--- src/rtl/mul_wb_queue.sv ---
// Completion buffer for the fixed-latency multiplier: queues every result and drains it to the
// writeback bus, while issue credits keep a completion from ever meeting a full FIFO.
module mul_wb_queue #(
  parameter int unsigned DEPTH          = 8,
  parameter int unsigned LG_DEPTH       = 3,
  parameter int unsigned M_WIDTH        = 64,
  parameter int unsigned LG_ROB_ENTRIES = 6,
  parameter int unsigned LG_PRF_ENTRIES = 7
) (
  input  logic                      clk,
  input  logic                      reset,
  input  logic                      issue_go,
  output logic                      can_issue,
  input  logic                      mul_complete,
  input  logic [M_WIDTH-1:0]        mul_y,
  input  logic [LG_ROB_ENTRIES-1:0] mul_rob_ptr,
  input  logic                      mul_prf_ptr_val,
  input  logic [LG_PRF_ENTRIES-1:0] mul_prf_ptr,
  output logic                      wb_valid,
  input  logic                      wb_ready,
  output logic [M_WIDTH-1:0]        wb_data,
  output logic [LG_ROB_ENTRIES-1:0] wb_rob_ptr,
  output logic                      wb_prf_ptr_val,
  output logic [LG_PRF_ENTRIES-1:0] wb_prf_ptr,
  output logic                      err
);

  localparam int unsigned EntryW = M_WIDTH + LG_ROB_ENTRIES + 1 + LG_PRF_ENTRIES;
  localparam logic [LG_DEPTH:0] CountFull = DEPTH[LG_DEPTH:0];
  localparam logic [LG_DEPTH:0] InflMax = '1;

  logic [EntryW-1:0]   r_mem [DEPTH];
  logic [LG_DEPTH-1:0] r_rd_ptr;
  logic [LG_DEPTH-1:0] r_wr_ptr;
  logic [LG_DEPTH:0]   r_count;
  logic [LG_DEPTH:0]   r_inflight;
  logic                r_err;

  logic                w_full;
  logic                w_deq;
  logic                w_enq;
  logic                w_violation;
  logic [LG_DEPTH+1:0] w_credit_sum;
  logic [LG_DEPTH:0]   w_count_d;
  logic [LG_DEPTH:0]   w_inflight_d;

  assign w_full       = (r_count == CountFull);
  assign wb_valid     = (r_count != '0);
  assign w_deq        = wb_valid && wb_ready;
  // A pop in the same cycle frees the slot, so a full FIFO still accepts the completion.
  assign w_enq        = mul_complete && (!w_full || w_deq);
  assign w_credit_sum = {1'b0, r_count} + {1'b0, r_inflight};
  assign can_issue    = (w_credit_sum < {1'b0, CountFull});
  assign err          = r_err;

  assign {wb_data, wb_rob_ptr, wb_prf_ptr_val, wb_prf_ptr} = r_mem[r_rd_ptr];

  assign w_violation = (mul_complete && w_full && !w_deq) ||
                       (issue_go && !can_issue) ||
                       (mul_complete && !issue_go && (r_inflight == '0));

  always_comb begin
    w_count_d = r_count;
    unique case ({w_enq, w_deq})
      2'b10:   w_count_d = r_count + 1'b1;
      2'b01:   w_count_d = r_count - 1'b1;
      default: w_count_d = r_count;
    endcase
  end

  always_comb begin
    w_inflight_d = r_inflight;
    if (issue_go && !mul_complete && (r_inflight != InflMax)) begin
      w_inflight_d = r_inflight + 1'b1;
    end else if (mul_complete && !issue_go && (r_inflight != '0)) begin
      w_inflight_d = r_inflight - 1'b1;
    end
  end

  always_ff @(posedge clk) begin
    if (reset) begin
      r_rd_ptr   <= '0;
      r_wr_ptr   <= '0;
      r_count    <= '0;
      r_inflight <= '0;
      r_err      <= 1'b0;
    end else begin
      if (w_enq) r_wr_ptr <= r_wr_ptr + 1'b1;
      if (w_deq) r_rd_ptr <= r_rd_ptr + 1'b1;
      r_count    <= w_count_d;
      r_inflight <= w_inflight_d;
      if (w_violation) r_err <= 1'b1;
    end
  end

  // Storage needs no reset: entries are only read while counted as valid.
  always_ff @(posedge clk) begin
    if (w_enq) begin
      r_mem[r_wr_ptr] <= {mul_y, mul_rob_ptr, mul_prf_ptr_val, mul_prf_ptr};
    end
  end

endmodule

--- config.mk ---
export PLATFORM = sky130hd
export DESIGN_NAME = mul_wb_queue
export DESIGN_NICKNAME = d
export VERILOG_FILES = /design/src/rtl/mul_wb_queue.sv
export SDC_FILE = /design/constraint.sdc
export NUM_CORES = 1
export LEC_CHECK = 0
export CAP_MARGIN = 20
export CORE_MARGIN = 2
export CORE_UTILIZATION = 30
export DETAILED_ROUTE_END_ITERATION = 8
export PLACE_DENSITY = 0.53
export SLEW_MARGIN = 10
export SYNTH_ARGS = -nofsm -noshare
export SYNTH_HDL_FRONTEND = slang
export SYNTH_SLANG_ARGS = --single-unit
--- constraint.sdc ---
create_clock -name clk -period 18.8 [get_ports clk]
set_clock_uncertainty 0.2 [all_clocks]
set_input_delay 1.88 -clock clk [delete_from_list [all_inputs] [get_ports clk]]
set_output_delay 1.88 -clock clk [all_outputs]
set_load 0.01 [all_outputs]
==> summary.md <==
| Metric | Value |
|---|---|
| Status | finished clean |
| Vias in the first global route | 11872 |
| Remaining antenna violation count after routing | 0 |
| # IOs | approximately 160 |
| Fmax | about 150 MHz |
| Worst Path Arrival | 4.61 ns |
| #FFs+latches synth | 642 |
| CP max stage cell | buf_4 |
| Initial Utilization | a little under a third |
| Overflow left after global routing | 0 |
| Worst rel slew slack | 36.05% |
| Post-Syn Area | 24490 um^2 |
| Post-synth ARST share | 0% |
| Top post-synthesis cells by area | edfxtp_1 (77%), mux4_2 (14%), mux2_2 (3.6%), dfxtp_1 (1.5%), buf_6 (0.74%) |
| # setup viols final | 0 |
| Syn Nets | 1114 |
| Die W | roughly 290 um |
| Delay-heaviest family, CP | buffers and inverters |
| VDD IR max | 0.06610 mV |
| Levels on crit path | 5 |
| Critical Path Start Type | flip-flop |
| Sw Ratio | between 20% and 30% |
| Crit path cell chain | buf_4 > buf_4 > mux4_2 > mux2_2 > clkdlybuf4s50_1 |
| Gpl congestion | approximately 0.7 |
| Initial drt markers | ~640 |
| Critical path data required time | roughly 17 ns |
| Max-slew violations | 0 |
| Combinational power share | 19.0% |
| Post-cts sizing count | 0 |
| Adder and majority gate portion of the synthesized area | less than 1% |
| Chip Height | ~290 um |
| Fin Setup TNS | 0 ns |
| Final Cycle Share | between 30 and 40% |
| DRT Pass-1 Iters | 5 |
| Core Util, Final | a little under two fifths |
| Finished Layout Cells | approximately 2300 |
| Proportion of layout cells with a drive suffix above 1 | between 20 and 30% |
| Simple-gate share of the synthesized area | less than 1% |
| Final HPWL DP | about 27000 um |
| Crit. End Element | output pin |
| First-pass GRT wire length | about 75000 um |
| CTS sink count | around 640 |
| Post-synthesis xor/xnor area fraction | 0.2861% |
| Area grow syn2layout | 21.35% |
| Fin. Hold Viols | 0 |
| Buffers inserted during post-CTS setup optimization | 0 |
| Largest family of logic cells by synthesized area | multiplexers |
| CP dominant cell by count | buf_4 |
| Kind of critical path | reg -> out |
| Cts hold-fix bufs | 0 |
| Core area | roughly 81000 um^2 |
| Worst path max stage delay | approximately 0.86 ns |
| Proportion of synthesized area in mux cells | 18.23% |
| Register area share after synthesis | 77.99% |
| Max-Cap Viols | 0 |
| Seq pwr share | ~44% |
| Worst-margin pin slew | about 0.96 ns |
| Pin count of the biggest net entering global routing | 58 |
| Clock Pin Slew Worst Setup and Hold Paths | 0.06 ns |
| P_sw | between 0.9 and 1 mW |
| Mapped Cells | 1022 |
| CP max FO | 46 |
| Nets | ~1300 |
| Site Rows | about 100 |
| Root buffer cell | clkbuf_16 |
| DR vias | roughly 11000 |
| # DRC | 0 |
| CTS tree | done |
| Synth area leader | edfxtp_1 |
| Hold Crit Class | reg -> reg |
| Final WL | between 50000 and 60000 um |
| Worst skew pair latency | between 0.5 and 0.6 ns |
| Ys Warns | 0 |
| Initial antenna violation count | 3 |
| Cell internal pwr | ~2.9 mW |
| Clk buf depth | 3 |
| Synth top area share | 76.52% |
| RSZ-0062 raised after global routing | false |
| Power share of the clock group | 36.9% |
| Ant. Diodes | 0 |
| IO buf count | between 150 and 200 |
| Total GRT Usage | 12.20% |
| LEAKAGE | between 9 and 10 nW |
| Wire per inst | about 22 um |
| Post-synth EDFFs | about 620 |
| WHS | around 0.28 ns |
| Main flop type after synthesis | edfxtp_1 |
| Unique masters post-synth | 44 |
| H-tree levels | 3 |
| WHS Path Cells | 2 |
| Worst reg2reg path depth | 6 |
| Power Density | about 130 nW/um^2 |
| Fin crit period | between 6 and 7 ns |
| DIE AREA | 83930 um^2 |
| TritonCTS Buffers | 73 |
| Number of vias per cell | 4.646 |
| Synthesized area per cell | approximately 24 um^2 |
| Cell count after placement | 2216 |
| Compound-gate portion of the synthesized area | 0.6949% |
| Bufs and invs on worst path | 3 |
## worst paths after layout
check                           slack [ns]   startpoint            end
worst max-delay path                 12.11    flip-flop  wb_prf_ptr[2]
worst min-delay path                  0.28  r_rd_ptr[1]      flip-flop
worst max register to register       15.22   r_count[0]   r_mem[2][47]
worst min register to register        0.28  r_rd_ptr[1]      flip-flop
## cells in the final DEF, fill, tap and decap left out, drive strengths merged, types with 6 or more instances in the layout
master,n
a21oi,6
buf,22
bufinv,7
clkbuf,89
clkdlybuf4s50,163
clkinv,26
dfxtp,18
edfxtp,624
ha,8
inv,6
mux2,80
mux4,156
nor2,21
## kinds of logic after synthesis
group           count (synthesis)
mux                           241
xor+xnor                        8
flops                         642
simple gates                   47
compound gates                 23
fa+ha+maj                       9
buf+inv                        52
## synthesized netlist by cell type (4+ instances only)
cell and number:
mux2_2 78, nor2b_1 4, dfxtp_1 18, mux4_2 156
buf_2 11, ha_1 8, mux2i_1 5, buf_6 16
nand2_1 5, nand2b_1 4, edfxtp_1 624, a21oi_1 6
buf_1 4, xor2_1 5, clkbuf_1 20, nor2_1 21
## per-stage QoR
step	setup slack, ns	power (mW)	cell area (um^2)
2_1_floorplan	10.08	2.180	24490
3_3_place_gp	12.58	2.420	27350
3_5_place_dp	12.57	2.426	27350
4_1_cts	11.88	3.836	29720
5_1_grt	11.68	3.930	29720
6_report	12.11	3.766	29720
## power groups by stage
stage                     Clock (mW)  Combinational (mW)  Sequential [mW]
after detailed placement           0               0.733             1.69
final                           1.39               0.715             1.66
after global routing            1.49               0.775             1.67
after CTS                       1.44               0.737             1.66
after global placement             0               0.729             1.69
after floorplan                    0               0.528             1.65
## final cells by class
cell class / count / area (um^2)
inverter: 1 / 3.754
multi-input combinational: 328 / 5116
clock buffer: 89 / 1929
timing repair buffer: 185 / 1797
sequential: 642 / 19110
fill: 7352 / 50960
tap: 1060 / 1326
clock inverter: 41 / 434.2
## worst reg2reg max path, delay by kind of cell (launching register included)
| kind | cells | cell delay, ns |
|---|---|---|
| buffers and inverters | 2 | 1.33 |
| AND/OR/NAND/NOR | 3 | 0.95 |
| flip-flops | 1 | 0.55 |
| AO/OA/AOI/OAI | 1 | 0.12 |
## state kept, by name (all words and copies together) (netlist names), named ones only
name and count:
err 1, r_count 4, r_inflight 4, r_mem 624, r_rd_ptr 3, r_wr_ptr 3
## routing by layer
metal / track usage, % / vias up / share of wire, %
met5: 0 / - / 0.070
met1: 16.71 / 5791 / 45
li1: - / 4783 / -
met2: 19.40 / 234 / 48
met3: 2.630 / 86 / 4.6
met4: 3.962 / 6 / 2.3
(Power assumes the default switching activity.)
